`config.mk`:
```
export PLATFORM = sky130hd
export DESIGN_NAME = univ_shift_reg
export DESIGN_NICKNAME = d
export VERILOG_FILES = /design/src/rtl/shift_pkg.sv /design/src/rtl/shift_cnt.sv /design/src/rtl/univ_shift_reg.sv
export SDC_FILE = /design/constraint.sdc
export NUM_CORES = 1
export LEC_CHECK = 0
export BUFFER_PORTS_ARGS = -buffer_cell sky130_fd_sc_hd__buf_2
export CORE_UTILIZATION = 38
export CTS_BUF_LIST = sky130_fd_sc_hd__clkbuf_8
export DETAILED_ROUTE_END_ITERATION = 12
export PLACE_DENSITY_LB_ADDON = 0.15
export SLEW_MARGIN = 20
export SYNTH_ARGS = -nofsm -noshare
export SYNTH_HDL_FRONTEND = slang
export SYNTH_SLANG_ARGS = --single-unit
```
`constraint.sdc`:
```
create_clock -name clk -period 2.2 [get_ports clk]
set_clock_uncertainty 0.15 [all_clocks]
set_input_delay 0.44 -clock clk [delete_from_list [all_inputs] [get_ports clk]]
set_output_delay 0.44 -clock clk [all_outputs]
set_load 0.05 [all_outputs]
```
`src/rtl/shift_pkg.sv`:
```
// rtl/shift_pkg.sv - mode encodings and counter sizing for the universal shift register
package shift_pkg;

   localparam logic [2:0] MODE_HOLD  = 3'd0;
   localparam logic [2:0] MODE_SHL   = 3'd1;
   localparam logic [2:0] MODE_SHR   = 3'd2;
   localparam logic [2:0] MODE_ROL   = 3'd3;
   localparam logic [2:0] MODE_ROR   = 3'd4;
   localparam logic [2:0] MODE_LOAD  = 3'd5;
   localparam logic [2:0] MODE_CLEAR = 3'd6;

   // Enough bits to hold the value WIDTH itself, since the counter saturates there.
   function automatic int cnt_width(input int width);
      return $clog2(width + 1);
   endfunction

endpackage

```
`src/rtl/shift_cnt.sv`:
```
// rtl/shift_cnt.sv - saturating shift counter with clear and registered full flag
module shift_cnt
   import shift_pkg::*;
#(
   parameter  int WIDTH = 4,
   localparam int CNT_W = cnt_width(WIDTH)
) (
   input  logic             clk,
   input  logic             rset,
   input  logic             inc,
   input  logic             clr,
   output logic [CNT_W-1:0] cnt,
   output logic             full
);

   localparam logic [CNT_W-1:0] CNT_MAX = CNT_W'(WIDTH);

   logic [CNT_W-1:0] cnt_nxt;

   always_comb begin
      cnt_nxt = cnt;
      if (clr)
         cnt_nxt = '0;
      else if (inc && (cnt != CNT_MAX))
         cnt_nxt = cnt + CNT_W'(1);
   end

   // full is derived from the next count so it rises on the edge doing the last shift.
   always_ff @(posedge clk or posedge rset) begin
      if (rset) begin
         cnt  <= '0;
         full <= 1'b0;
      end else begin
         cnt  <= cnt_nxt;
         full <= (cnt_nxt == CNT_MAX);
      end
   end

endmodule

```
`src/rtl/univ_shift_reg.sv`:
```
// rtl/univ_shift_reg.sv - universal shift/rotate register with load, clear and shift counter
module univ_shift_reg
   import shift_pkg::*;
#(
   parameter  int               WIDTH   = 4,
   parameter  logic [WIDTH-1:0] RST_VAL = '0,
   localparam int               CNT_W   = cnt_width(WIDTH)
) (
   input  logic             clk,
   input  logic             rset,
   input  logic             en,
   input  logic [2:0]       mode,
   input  logic             x,
   input  logic [WIDTH-1:0] load_data,
   output logic [WIDTH-1:0] out,
   output logic             sout,
   output logic [CNT_W-1:0] cnt,
   output logic             full
);

   logic shift_op;
   logic clr_op;

   always_comb begin
      shift_op = 1'b0;
      clr_op   = 1'b0;
      if (en) begin
         case (mode)
            MODE_SHL, MODE_SHR, MODE_ROL, MODE_ROR: shift_op = 1'b1;
            MODE_LOAD, MODE_CLEAR:                  clr_op   = 1'b1;
            default: ;
         endcase
      end
   end

   // HOLD and the reserved encoding fall through to default and keep out/sout.
   always_ff @(posedge clk or posedge rset) begin
      if (rset) begin
         out  <= RST_VAL;
         sout <= 1'b0;
      end else if (en) begin
         case (mode)
            MODE_SHL: begin
               out  <= {out[WIDTH-2:0], x};
               sout <= out[WIDTH-1];
            end
            MODE_SHR: begin
               out  <= {x, out[WIDTH-1:1]};
               sout <= out[0];
            end
            MODE_ROL: begin
               out  <= {out[WIDTH-2:0], out[WIDTH-1]};
               sout <= out[WIDTH-1];
            end
            MODE_ROR: begin
               out  <= {out[0], out[WIDTH-1:1]};
               sout <= out[0];
            end
            MODE_LOAD: begin
               out  <= load_data;
               sout <= 1'b0;
            end
            MODE_CLEAR: begin
               out  <= '0;
               sout <= 1'b0;
            end
            default: ;
         endcase
      end
   end

   shift_cnt #(
      .WIDTH (WIDTH)
   ) u_cnt (
      .clk  (clk),
      .rset (rset),
      .inc  (shift_op),
      .clr  (clr_op),
      .cnt  (cnt),
      .full (full)
   );

endmodule
```
==> impl_results.html <==
<table>
<tr><th>Metric</th><th>Value</th></tr>
<tr><th colspan="2">Clock network</th></tr>
<tr><td>Postcts setup bufs</td><td>0</td></tr>
<tr><td>Clock tree from TritonCTS</td><td>built</td></tr>
<tr><td>CTS Buf Count</td><td>3</td></tr>
<tr><td>Number of buffers between clock root and the deepest sink</td><td>2</td></tr>
<tr><td>Cell at the root of the clock tree</td><td>clkbuf_8</td></tr>
<tr><td>Cells resized by post-CTS repair</td><td>0</td></tr>
<tr><td>Clock-pin slew reported for the worst setup and hold paths after clock tree synthesis</td><td>40 ps</td></tr>
<tr><td># clock sinks</td><td>9</td></tr>
<tr><td>Clk_lat worst skew</td><td>230 ps</td></tr>
<tr><td>CTS HTree Levels</td><td>1</td></tr>
<tr><td>Hold buffer count at CTS</td><td>0</td></tr>
<tr><th colspan="2">Critical path</th></tr>
<tr><td>Startpoint types</td><td>register</td></tr>
<tr><td>Req. time, crit path</td><td>2160 ps</td></tr>
<tr><td>Slowest cell on the critical path</td><td>dfrtp_1</td></tr>
<tr><td>Reg-to-reg endpoint</td><td>u_cnt.full</td></tr>
<tr><td>Ordered cell list for the critical path</td><td>inv_1, ha_1, nor2b_1, a21oi_1, o31a_1, nor2b_1</td></tr>
<tr><td>Worst-path fanout max</td><td>4</td></tr>
<tr><td>Logic depth of the worst register-to-register path</td><td>6</td></tr>
<tr><td>Critical Path Sink</td><td>u_cnt.full</td></tr>
<tr><td>Endpoint arrival time on the critical path</td><td>1590 ps</td></tr>
<tr><td>Launch point of the worst path</td><td>u_cnt.cnt[0]</td></tr>
<tr><td>Reg2Reg Launch Point</td><td>u_cnt.cnt[0]</td></tr>
<tr><td>Kind of critical path</td><td>reg2reg</td></tr>
<tr><td>Slowest stage delay, CP</td><td>380 ps</td></tr>
<tr><td>CP Capture Type</td><td>register</td></tr>
<tr><td>Slack of the worst reg-to-reg path</td><td>570 ps</td></tr>
<tr><td>Cell mode on critical path</td><td>nor2b_1</td></tr>
<tr><th colspan="2">Yosys</th></tr>
<tr><td>EDFF count, synth</td><td>0</td></tr>
<tr><td>Share of synthesized registers carrying an async set or reset</td><td>1.00</td></tr>
<tr><td>Fraction of the yosys area taken by sequential cells</td><td>0.333</td></tr>
<tr><td>Total nets after synthesis</td><td>91</td></tr>
<tr><td>Yosys warnings</td><td>0</td></tr>
<tr><td>Library cells used by synthesis</td><td>30</td></tr>
<tr><td>#FFs+latches synth</td><td>9</td></tr>
<tr><td>Cells after synthesis</td><td>78</td></tr>
<tr><td>Mapped Avg Cell Area</td><td>8.68 um^2</td></tr>
<tr><td>Main flop type after synthesis</td><td>dfrtp_1</td></tr>
<tr><td>Synthesized cell area</td><td>677 um^2</td></tr>
<tr><th colspan="2">Floorplanning</th></tr>
<tr><td>Core Footprint</td><td>1580 um^2</td></tr>
<tr><td>DIE HEIGHT</td><td>44.2 um</td></tr>
<tr><td>Full die area</td><td>1950 um^2</td></tr>
<tr><td>Boundary Pins</td><td>20</td></tr>
<tr><td>Die W</td><td>44.2 um</td></tr>
<tr><td>Initial core utilization</td><td>0.429</td></tr>
<tr><td>Floorplan row count</td><td>14</td></tr>
<tr><th colspan="2">Pwr</th></tr>
<tr><td>Leakage power</td><td>0.401 nW</td></tr>
<tr><td>Fraction of power consumed by combinational cells</td><td>0.497</td></tr>
<tr><td>Cell-internal power</td><td>0.475 mW</td></tr>
<tr><td>Proportion of power drawn by the clock network</td><td>0.201</td></tr>
<tr><td>Sequential power share</td><td>0.301</td></tr>
<tr><td>Switching power</td><td>0.421 mW</td></tr>
<tr><td>Power density over cell area</td><td>1110 nW/um^2</td></tr>
<tr><td>Peak supply drop</td><td>0.485 mV</td></tr>
<tr><td>Switching part of the total</td><td>0.470</td></tr>
<tr><td>Post-layout total power</td><td>0.896 mW</td></tr>
<tr><th colspan="2">Cells and area</th></tr>
<tr><td>Most frequent cells in the layout</td><td>buf_2 (19), dfrtp_1 (9), nor2_1 (8)</td></tr>
<tr><td>Sequential Area</td><td>225 um^2</td></tr>
<tr><td>Antenna diode count</td><td>0</td></tr>
<tr><td>Post-synthesis to final-layout area growth</td><td>19.0%</td></tr>
<tr><td>Post-route non-filler standard cell count</td><td>112</td></tr>
<tr><td>Fillers</td><td>158</td></tr>
<tr><td>Net count reported at finish</td><td>110</td></tr>
<tr><td>Area taken by multi-input logic gates</td><td>405 um^2</td></tr>
<tr><td>Most common cell after layout, fill and taps aside</td><td>buf_2</td></tr>
<tr><td>Layout cell share with drive strength beyond 1</td><td>0.281</td></tr>
<tr><th colspan="2">Place</th></tr>
<tr><td>Post-placement cell count</td><td>108</td></tr>
<tr><td>RePlAce Congestion</td><td>0.776</td></tr>
<tr><td>Count of buffers from port buffering</td><td>19</td></tr>
<tr><td>Minimum setup slack after placement</td><td>383 ps</td></tr>
<tr><th colspan="2">Timing</th></tr>
<tr><td>Final hold violation count</td><td>0</td></tr>
<tr><td>Setup slack of the critical path after layout</td><td>572 ps</td></tr>
<tr><td>RSZ-0062 raised after global routing</td><td>no</td></tr>
<tr><td>FMAX</td><td>614 MHz</td></tr>
<tr><td>Max Slew Vio Count</td><td>0</td></tr>
<tr><td>Total negative slack</td><td>0 ps</td></tr>
<tr><td>Clock period minus worst slack</td><td>1630 ps</td></tr>
<tr><td>Worst-case headroom to the max-slew limit</td><td>0.783</td></tr>
<tr><td>Tightest Pin Transition</td><td>325 ps</td></tr>
<tr><td>Final number of setup-violating endpoints</td><td>0</td></tr>
<tr><td>Final period utilization</td><td>0.740</td></tr>
<tr><th colspan="2">Drt</th></tr>
<tr><td>Post-detailed-route DRC marker count</td><td>0</td></tr>
<tr><td>Total iterations of the first detailed-routing run</td><td>6</td></tr>
<tr><td>Wirelength per Cell</td><td>13.1 um</td></tr>
<tr><td>Total Wirelength</td><td>1470 um</td></tr>
<tr><td>Vias per std cell</td><td>5.73</td></tr>
<tr><td>Number of nets with antenna violations after routing</td><td>0</td></tr>
<tr><td>Number of vias after detailed routing</td><td>642</td></tr>
<tr><td>Number of design-rule violations left by the first detailed-router iteration</td><td>22</td></tr>
<tr><th colspan="2">Worst hold path</th></tr>
<tr><td>Min-Delay Path Class</td><td>in2async</td></tr>
<tr><th colspan="2">Global routing</th></tr>
<tr><td>Met1 capacity usage during global routing</td><td>0.205</td></tr>
<tr><td>Initial antenna violation count</td><td>0</td></tr>
<tr><td>GRT overflow</td><td>0</td></tr>
<tr><td>Global-route wire length before repair</td><td>2370 um</td></tr>
<tr><td>Met2 track demand over resource in global routing</td><td>0.279</td></tr>
<tr><td>Most utilized layer in the global route result</td><td>met2</td></tr>
<tr><td>Total Routing Usage GR</td><td>0.167</td></tr>
<tr><td>Met3 Resource Use GR</td><td>0.0612</td></tr>
<tr><td>Via count of the first global-routing pass</td><td>549</td></tr>
<tr><td>Maximum number of pins on one net before global-route repair</td><td>19</td></tr>
<tr><th colspan="2">Flow run</th></tr>
<tr><td>Max capacitance violation total</td><td>0</td></tr>
<tr><th colspan="2">Outcome</th></tr>
<tr><td>Run status</td><td>complete, no violations</td></tr>
</table>
==> routing by layer <==
layer	routed length (um)	part of all wire
met1	652	0.44
met2	729	0.50
met3	84	0.057
met4	0	0
met5	0	0
==> how the worst min path moves through the flow <==
stage	from	end	cells after the start
after floorplan	rset	out[0]	1
after global placement	rset	out[1]	2
after detailed placement	rset	out[1]	2
after CTS	rset	out[0]	2
after global routing	rset	u_cnt.cnt[1]	2
final	rset	out[0]	2
==> registers in the layout, summed over array words and instances (netlist names) <==
register	flops
sout	1
out	4
u_cnt.cnt	3
u_cnt.full	1
==> final cells by class <==
class,instances,share of cell area
multi-input combinational,60,0.503
clock inverter,1,0.00466
sequential,9,0.280
timing repair buffer,19,0.118
tap,16,0.0248
clock buffer,3,0.0512
inverter,4,0.0186
==> cell usage after synthesis, types with 2 or more instances <==
| cell | count | area, um^2 |
|---|---|---|
| a211oi_1 | 3 | 22.5 |
| a221oi_1 | 3 | 26.3 |
| a22oi_1 | 2 | 15.0 |
| a31oi_1 | 2 | 12.5 |
| buf_2 | 3 | 15.0 |
| dfrtp_1 | 9 | 225 |
| ha_1 | 2 | 25.0 |
| inv_1 | 4 | 15.0 |
| mux2_2 | 2 | 22.5 |
| mux2i_1 | 3 | 30.0 |
| nand2_1 | 7 | 26.3 |
| nand2b_1 | 2 | 12.5 |
| nand4_1 | 2 | 12.5 |
| nor2_1 | 8 | 30.0 |
| nor2b_1 | 6 | 37.5 |
| o21ai_0 | 5 | 25.0 |
| o31ai_1 | 2 | 15.0 |
==> stage by stage <==
step | cell area, um^2 | util | hold WS, ps
global route | 806 | 0.511 | 39.9
floorplan | 677 | - | 118
CTS | 806 | 0.511 | 13.0
finish | 806 | 0.511 | 6.96
detailed placement | 761 | 0.483 | 261
global placement | 761 | 0.483 | 260
==> power groups by stage <==
stage,logic (mW),registers [mW],clock network [mW]
after detailed placement,0.448,0.273,0
after global routing,0.482,0.277,0.199
final,0.446,0.270,0.181
after global placement,0.448,0.271,0
after CTS,0.450,0.272,0.189
after floorplan,0.181,0.433,0
==> critical path, delay by kind of cell, from the launching register on <==
kind | cells | cell delay [ps]
AOI/OAI and AO/OA | 2 | 390
adders and majority gates | 1 | 220
buffers and inverters | 1 | 100
DFF | 1 | 380
and+or+nand+nor | 2 | 280
==> logic make-up (layout without fill, tap and decap cells) <==
family          after synthesis  count (layout)  share of synthesized area
buf+inv                       9              27                     0.0684
simple gates                 29              29                      0.224
mux                           5               5                     0.0776
fa+ha+maj                     3               3                     0.0518
xor+xnor                      1               1                     0.0129
compound gates               22              22                      0.233
flops                         9               9                      0.333
Note: power is estimated with default switching activity, not from simulation.
